## config.mk

```make
export PLATFORM = sky130hd
export DESIGN_NAME = uart_tx_mmio
export DESIGN_NICKNAME = d
export VERILOG_FILES = /design/src/rtl/uart_tx_mmio.sv
export SDC_FILE = /design/constraint.sdc
export NUM_CORES = 1
export LEC_CHECK = 0
export CAP_MARGIN = 10
export CORE_AREA = 2 2 113 115
export DETAILED_ROUTE_END_ITERATION = 8
export DIE_AREA = 0 0 115 117
export PLACE_DENSITY = 0.72
export SLEW_MARGIN = 30
export SYNTH_ARGS = -nofsm -noshare
export SYNTH_HDL_FRONTEND = slang
export SYNTH_SLANG_ARGS = --single-unit
```

## constraint.sdc

```tcl
create_clock -name clk -period 3.2 [get_ports clk]
set_input_delay 0.64 -clock clk [delete_from_list [all_inputs] [get_ports clk]]
set_output_delay 0.64 -clock clk [all_outputs]
set_load 0.02 [all_outputs]
```

## src/rtl/uart_tx_mmio.sv

```systemverilog
// Memory-mapped 8N1 UART transmitter: DATA/STATUS/DIV registers, a small TX FIFO and a serialiser.
// Define UART_TX_PARITY_EN to insert an even-parity bit between the data bits and the stop bit.
module uart_tx_mmio #(
    parameter logic [31:0] BASE_ADDR    = 32'hFFFF_FFE0,
    parameter int unsigned CLKS_PER_BIT = 16,
    parameter int unsigned FIFO_DEPTH   = 4
) (
    input  logic        clk,
    input  logic        reset,
    input  logic [31:0] memAddress,
    input  logic [31:0] memWriteData,
    input  logic        memWrite,
    input  logic [3:0]  byteMask,
    output logic [31:0] memReadData,
    output logic        tx
);
    localparam int unsigned   AW        = $clog2(FIFO_DEPTH);
    localparam int unsigned   PW        = AW + 1;
    localparam logic [PW-1:0] DEPTH_P   = PW'(FIFO_DEPTH);
    localparam logic [PW-1:0] PTR_ONE   = PW'(1);
    localparam logic [29:0]   WA_DATA   = BASE_ADDR[31:2];
    localparam logic [29:0]   WA_STATUS = BASE_ADDR[31:2] + 30'd1;
    localparam logic [29:0]   WA_DIV    = BASE_ADDR[31:2] + 30'd2;
    localparam logic [15:0]   DIV_RST   = 16'(CLKS_PER_BIT);
`ifdef UART_TX_PARITY_EN
    localparam logic          PARITY_PRESENT = 1'b1;
`else
    localparam logic          PARITY_PRESENT = 1'b0;
`endif

    typedef enum logic [2:0] {
        S_IDLE   = 3'd0,
        S_START  = 3'd1,
        S_DATA   = 3'd2,
`ifdef UART_TX_PARITY_EN
        S_PARITY = 3'd3,
`endif
        S_STOP   = 3'd4
    } state_t;

    function automatic logic even_parity(input logic [7:0] d);
        return ^d;
    endfunction

    state_t        r_state;
    state_t        w_state_n;
    logic [7:0]    r_shift, w_shift_n;
    logic [2:0]    r_bit_idx, w_bit_idx_n;
    logic [15:0]   r_cnt, w_cnt_n;
    logic          r_parity, w_parity_n;
    logic          r_tx, w_tx_n;
    logic [15:0]   r_div;
    logic          r_ovf;
    logic [7:0]    r_mem [FIFO_DEPTH];
    logic [PW-1:0] r_wr_ptr, r_rd_ptr;

    logic          w_sel_data, w_sel_status, w_sel_div;
    logic          w_push_req, w_push, w_drop, w_pop, w_ovf_clr, w_div_wr;
    logic          w_full, w_empty, w_busy, w_bit_done;
    logic [PW-1:0] w_count;
    logic [7:0]    w_head;
    logic [15:0]   w_div_eff, w_cnt_load;
    logic [31:0]   w_rdata;
    logic          w_unused;

    assign w_sel_data   = (memAddress[31:2] == WA_DATA);
    assign w_sel_status = (memAddress[31:2] == WA_STATUS);
    assign w_sel_div    = (memAddress[31:2] == WA_DIV);

    assign w_count    = r_wr_ptr - r_rd_ptr;
    assign w_full     = (w_count == DEPTH_P);
    assign w_empty    = (r_wr_ptr == r_rd_ptr);
    assign w_head     = r_mem[r_rd_ptr[AW-1:0]];
    assign w_busy     = (r_state != S_IDLE);

    // A push into a full FIFO survives only if the serialiser drains an entry on the same edge.
    assign w_push_req = memWrite && w_sel_data && byteMask[0];
    assign w_push     = w_push_req && (!w_full || w_pop);
    assign w_drop     = w_push_req && w_full && !w_pop;
    assign w_ovf_clr  = memWrite && w_sel_status && byteMask[0] && memWriteData[3];
    assign w_div_wr   = memWrite && w_sel_div;

    assign w_div_eff  = (r_div == 16'd0) ? 16'd1 : r_div;
    assign w_cnt_load = w_div_eff - 16'd1;
    assign w_bit_done = (r_cnt == 16'd0);

    assign w_unused   = ^{memWriteData[31:16], byteMask[3:2], memAddress[1:0]};

    // Next-state logic of the serialiser; the baud count is reloaded from DIV at every bit start.
    always_comb begin
        w_state_n   = r_state;
        w_shift_n   = r_shift;
        w_bit_idx_n = r_bit_idx;
        w_cnt_n     = r_cnt;
        w_parity_n  = r_parity;
        w_pop       = 1'b0;
        case (r_state)
            S_IDLE: begin
                if (!w_empty) begin
                    w_pop      = 1'b1;
                    w_state_n  = S_START;
                    w_shift_n  = w_head;
                    w_parity_n = even_parity(w_head);
                    w_cnt_n    = w_cnt_load;
                end else begin
                    w_state_n  = S_IDLE;
                end
            end
            S_START: begin
                if (w_bit_done) begin
                    w_state_n   = S_DATA;
                    w_bit_idx_n = 3'd0;
                    w_cnt_n     = w_cnt_load;
                end else begin
                    w_cnt_n     = r_cnt - 16'd1;
                end
            end
            S_DATA: begin
                if (w_bit_done) begin
                    w_cnt_n = w_cnt_load;
                    if (r_bit_idx == 3'd7) begin
`ifdef UART_TX_PARITY_EN
                        w_state_n = S_PARITY;
`else
                        w_state_n = S_STOP;
`endif
                    end else begin
                        w_shift_n   = {1'b0, r_shift[7:1]};
                        w_bit_idx_n = r_bit_idx + 3'd1;
                    end
                end else begin
                    w_cnt_n = r_cnt - 16'd1;
                end
            end
`ifdef UART_TX_PARITY_EN
            S_PARITY: begin
                if (w_bit_done) begin
                    w_state_n = S_STOP;
                    w_cnt_n   = w_cnt_load;
                end else begin
                    w_cnt_n   = r_cnt - 16'd1;
                end
            end
`endif
            S_STOP: begin
                if (w_bit_done) begin
                    if (!w_empty) begin
                        w_pop      = 1'b1;
                        w_state_n  = S_START;
                        w_shift_n  = w_head;
                        w_parity_n = even_parity(w_head);
                        w_cnt_n    = w_cnt_load;
                    end else begin
                        w_state_n  = S_IDLE;
                    end
                end else begin
                    w_cnt_n = r_cnt - 16'd1;
                end
            end
            default: begin
                w_state_n = S_IDLE;
            end
        endcase
    end

    // Line level for the state being entered, so tx is a clean register output.
    always_comb begin
        w_tx_n = 1'b1;
        case (w_state_n)
            S_IDLE:   w_tx_n = 1'b1;
            S_START:  w_tx_n = 1'b0;
            S_DATA:   w_tx_n = w_shift_n[0];
`ifdef UART_TX_PARITY_EN
            S_PARITY: w_tx_n = w_parity_n;
`endif
            S_STOP:   w_tx_n = 1'b1;
            default:  w_tx_n = 1'b1;
        endcase
    end

    // Serialiser state register.
    always_ff @(posedge clk or negedge reset) begin
        if (!reset) begin
            r_state   <= S_IDLE;
            r_shift   <= 8'd0;
            r_bit_idx <= 3'd0;
            r_cnt     <= 16'd0;
            r_parity  <= 1'b0;
            r_tx      <= 1'b1;
        end else begin
            r_state   <= w_state_n;
            r_shift   <= w_shift_n;
            r_bit_idx <= w_bit_idx_n;
            r_cnt     <= w_cnt_n;
            r_parity  <= w_parity_n;
            r_tx      <= w_tx_n;
        end
    end

    // FIFO storage/pointers and the DIV / sticky overflow control registers.
    always_ff @(posedge clk or negedge reset) begin
        if (!reset) begin
            r_wr_ptr <= '0;
            r_rd_ptr <= '0;
            r_ovf    <= 1'b0;
            r_div    <= DIV_RST;
            for (int i = 0; i < int'(FIFO_DEPTH); i++) begin
                r_mem[i] <= 8'd0;
            end
        end else begin
            if (w_push) begin
                r_mem[r_wr_ptr[AW-1:0]] <= memWriteData[7:0];
                r_wr_ptr                <= r_wr_ptr + PTR_ONE;
            end
            if (w_pop) begin
                r_rd_ptr <= r_rd_ptr + PTR_ONE;
            end
            if (w_drop) begin
                r_ovf <= 1'b1;
            end else if (w_ovf_clr) begin
                r_ovf <= 1'b0;
            end
            if (w_div_wr && byteMask[0]) begin
                r_div[7:0] <= memWriteData[7:0];
            end
            if (w_div_wr && byteMask[1]) begin
                r_div[15:8] <= memWriteData[15:8];
            end
        end
    end

    // Combinational read mux; DATA and unmapped addresses read as zero.
    always_comb begin
        w_rdata = 32'd0;
        if (w_sel_status) begin
            w_rdata = {27'd0, PARITY_PRESENT, r_ovf, w_empty, w_full, w_busy};
        end else if (w_sel_div) begin
            w_rdata = {16'd0, r_div};
        end else begin
            w_rdata = 32'd0;
        end
    end

    assign memReadData = w_rdata;
    assign tx          = r_tx;

endmodule

```

==> run summary <==
========================================================================================================
Sum of overflow across all layers after global routing ....................................            0
Number of buffers and inverters on the critical path ......................................            3
Net count, final ..........................................................................          694
Insertion delay to the later sink of the worst-skew pair ..................................      0.35 ns
Critical Path Sink Type ................................................................... primary output
Total Power Consumption ...................................................................      4.26 mW
Final instance area .......................................................................   6800 sq um
Number of distinct library cells after synthesis ..........................................           70
Synth Register Bits .......................................................................           86
Post-CTS clock slew at the launch and capture registers of the worst setup and hold paths .      0.07 ns
Final setup vio count .....................................................................            0
Total via count after detailed routing ....................................................        4,592
Fmax ......................................................................................      316 MHz
Reg2reg start ............................................................................. r_div[10]$_DFFE_PN0P_
Number of endpoints with negative hold slack in the final report ..........................            0
Clk network pwr share .....................................................................        0.277
ANT nets after route ......................................................................            0
Post-Syn Area .............................................................................   5400 sq um
Sort of element at the start of the critical path .........................................   input port
Power dissipated by switching net loads ...................................................      1.67 mW
DRC violation total after the first TritonRoute iteration .................................          392
Kind of cell with the highest combined delay on the critical path ......................... buffers and inverters
Die outline height ........................................................................       117 um
Yosys synthesis warning count .............................................................            0
Synthesized area per cell .................................................................   10.4 sq um
Clock tree from TritonCTS .................................................................         done
P_int .....................................................................................      2.59 mW
Switching portion of total power ..........................................................        0.393
Worst hold-check slack ....................................................................     0.338 ns
Number of buffers inserted by port buffering ..............................................           67
Vias per std cell .........................................................................         5.99
Number of clock buffers inserted by TritonCTS .............................................            9
Root Buffer ............................................................................... sky130_fd_sc_hd__clkbuf_16
Part of the total power dissipated in sequential elements .................................        0.285
Rows ......................................................................................           41
Required time reported for the critical path endpoint .....................................      2.56 ns
CP cell instances ......................................................................... clkdlybuf4s50_1 -> nand4b_1 -> nor4_1 -> nand2_1 -> nor3b_2 -> buf_4 -> and2_1 -> clkdlybuf4s15_1
Worst IR Drop VDD .........................................................................       403 uV
Fill cells ................................................................................        1,080
Floorplan die area ........................................................................ 13,500 sq um
Number of slew-limit violations in the final report .......................................            0
Rel. slew slack ...........................................................................        0.475
Hold crit path type ....................................................................... input port to async pin
CTS H-tree lvls ...........................................................................            3
Clk sinks .................................................................................           86
Skew final ................................................................................   0.00855 ns
Minimum period implied by the final worst setup slack .....................................      3.16 ns
Wire per inst .............................................................................      19.5 um
Setup TNS .................................................................................         0 ns
Share of synthesized registers carrying an async set or reset .............................         1.00
Routability congestion estimate ...........................................................        0.976
Max Fanout on Critical Path ...............................................................            7
Crit Path Category ........................................................................ input port to primary output
Antenna violations before repair ..........................................................            0
Max-cap violations ........................................................................            0
Reg-to-reg endpoint ....................................................................... r_cnt[10]$_DFFE_PN0P_
Area growth from synthesis to layout ......................................................        25.9%
Cell count after synthesis ................................................................          517
Placed inst area ..........................................................................   6420 sq um
Longest Clk Path Bufs .....................................................................            2
Share of the yosys chip area belonging to registers .......................................        0.399
Pin count of the biggest net entering global routing ......................................           87
Most used flip-flop cell after synthesis .................................................. sky130_fd_sc_hd__dfrtp_1
Number of top-level pins ..................................................................          104
Status .................................................................................... finished, final reports clean
DRC violation count after routing .........................................................            0
Aggregate global-route resource usage .....................................................        0.233
Master of the slowest instance on the critical path ....................................... sky130_fd_sc_hd__clkdlybuf4s50_1
Detailed-router iteration count before antenna repair .....................................            5
Logic gate share of total power ...........................................................        0.438
Worst endpoint data arrival time ..........................................................      2.52 ns
Flop2flop setup slack .....................................................................      0.15 ns
Count of flip-flops with a built-in enable after synthesis ................................            0
Chip width ................................................................................       115 um
Count of cell instances traversed by the critical path ....................................            8
Power per standard cell area ..............................................................  627 nW/um^2
Effective utilization at floorplan ........................................................        0.438
Fraction of layout cells with a size suffix above 1 .......................................        0.251
Maximum single-stage delay on the critical path ...........................................      0.45 ns
First-pass GRT wire length ................................................................    24,400 um
Number of global-route vias before repair .................................................        4,566
Final Routed Wirelength ...................................................................    15,000 um
Worst R2R Path Depth ......................................................................           11
Floorplan Core Area ....................................................................... 12,300 sq um
Estimated wirelength of the detail-placed design ..........................................    10,500 um
Worst Max-Slew Pin Slew ...................................................................     0.787 ns
Leakage power figure ......................................................................      3.33 nW
Number of diodes ..........................................................................            0
Portion of the clock cycle consumed by the worst path in the final layout .................        0.988
========================================================================================================
==> worst max path at each step <==
stage	end	from
after detailed placement	memReadData[2]	memAddress[17]
after global routing	memReadData[5]	memAddress[23]
after CTS	memReadData[5]	memAddress[17]
after global placement	memReadData[2]	memAddress[17]
after floorplan	r_mem[0]$_DFFE_PN0P_	r_cnt[0]$_DFFE_PN0P_
final	memReadData[7]	memAddress[11]
==> through the flow <==
| stage | cells | setup WS [ns] | util |
|---|---|---|---|
| 6_report | 767 | 0.0376 | 0.552 |
| 5_1_grt | 767 | -0.0656 | 0.552 |
| 4_1_cts | 763 | 0.00713 | 0.547 |
| 3_5_place_dp | 745 | -0.286 | 0.521 |
| 3_3_place_gp | 745 | -0.305 | 0.521 |
| 2_1_floorplan | 532 | 0.0598 | - |
==> layout by cell type (no fill, tap or decap), types with 7 or more instances in the layout <==
cell type,synthesis,routed
sky130_fd_sc_hd__a21o_1,8,8
sky130_fd_sc_hd__a21oi_1,26,26
sky130_fd_sc_hd__a22o_1,12,12
sky130_fd_sc_hd__a31oi_1,7,7
sky130_fd_sc_hd__and2_1,18,18
sky130_fd_sc_hd__buf_4,16,45
sky130_fd_sc_hd__clkbuf_16,0,9
sky130_fd_sc_hd__clkbuf_2,0,8
sky130_fd_sc_hd__clkdlybuf4s50_1,0,39
sky130_fd_sc_hd__conb_1,1,16
sky130_fd_sc_hd__dfrtp_1,84,83
sky130_fd_sc_hd__dlymetal6s2s_1,0,11
sky130_fd_sc_hd__ha_1,11,11
sky130_fd_sc_hd__inv_1,11,11
sky130_fd_sc_hd__mux2_2,16,16
sky130_fd_sc_hd__mux2_4,32,32
sky130_fd_sc_hd__mux4_2,8,8
sky130_fd_sc_hd__nand2_1,30,30
sky130_fd_sc_hd__nand4_1,9,9
sky130_fd_sc_hd__nor2_1,28,28
sky130_fd_sc_hd__nor3_1,20,19
sky130_fd_sc_hd__nor4_1,9,9
sky130_fd_sc_hd__o21ai_0,29,29
sky130_fd_sc_hd__or3_1,10,10
sky130_fd_sc_hd__xnor2_1,12,12
==> worst reg2reg max path: cells and delay by family, from the launching register on <==
| family | cells | cell delay (ns) |
|---|---|---|
| compound gates | 3 | 0.53 |
| flops | 1 | 0.41 |
| xor+xnor | 1 | 0.17 |
| simple gates | 5 | 1.58 |
| buf+inv | 1 | 0.08 |
| fa+ha+maj | 1 | 0.18 |
==> flip-flops by register name, indices dropped and copies added (netlist names) <==
signal and cells:
r_mem 32, r_cnt 16, r_div 16, r_shift 8
r_bit_idx 3, r_rd_ptr 3, r_state 3, r_wr_ptr 3
r_ovf 1, tx 1
==> per-layer routing <==
layer  part of all wire  up-vias  GRT usage
met5                  0        -          0
met4              0.022        0     0.0811
met3              0.064       22     0.0330
met2               0.49      217      0.396
met1               0.42     2285      0.308
li1                   -     2068          -
==> synthesized netlist by cell type (all sizes together) (9+ instances only) <==
master,instances,area (sq um)
ha,11,138
or3,10,62.6
nand2,30,113
dfrtp,84,2100
buf,21,170
a22o,12,105
nor2,28,105
xnor2,12,105
nor3,21,116
clkbuf,26,97.6
inv,11,41.3
o21ai,29,145
and2,18,113
nor4,10,68.8
mux2,48,661
nand4,9,56.3
a21oi,26,130
==> repair_timing <==
action | 4_1_cts | 5_1_grt
resized for setup | 30 | 44
endpoints found under the setup margin | 16 | 50
hold buffers | 0 | 0
pin swaps | 0 | 9
setup buffers | 2 | 3
gates cloned | 0 | 1
==> power by group through the flow <==
stage	Clock, mW	Sequential, mW	Combinational, mW
after floorplan	0	1.22	1.21
after global placement	0	1.23	1.79
after detailed placement	0	1.23	1.81
after CTS	1.19	1.21	1.81
after global routing	1.24	1.22	2.02
final	1.18	1.21	1.87
==> layout make-up <==
cell class | instances | area, sq um | area share
Clock buffer | 10 | 239 | 0.0352
Clock inverter | 6 | 91.3 | 0.0134
Inverter | 11 | 41.3 | 0.00608
Multi-Input combinational cell | 388 | 3020 | 0.444
Sequential cell | 86 | 2160 | 0.317
Tap cell | 150 | 188 | 0.0276
Timing Repair Buffer | 116 | 1060 | 0.157
==> kinds of logic (layout without fill, tap and decap cells) <==
logic type / Yosys count / in the layout / share of synthesized area
multiplexers: 60 / 60 / 0.163
flip-flops: 86 / 86 / 0.399
AND/OR/NAND/NOR: 164 / 164 / 0.170
XOR/XNOR: 19 / 19 / 0.0308
other: 1 / 16 / 0.000695
buffers and inverters: 58 / 143 / 0.0573
adder cells (fa/ha/maj): 12 / 12 / 0.0274
AO/OA/AOI/OAI: 117 / 117 / 0.152
Power figures use the tool's default switching activity.
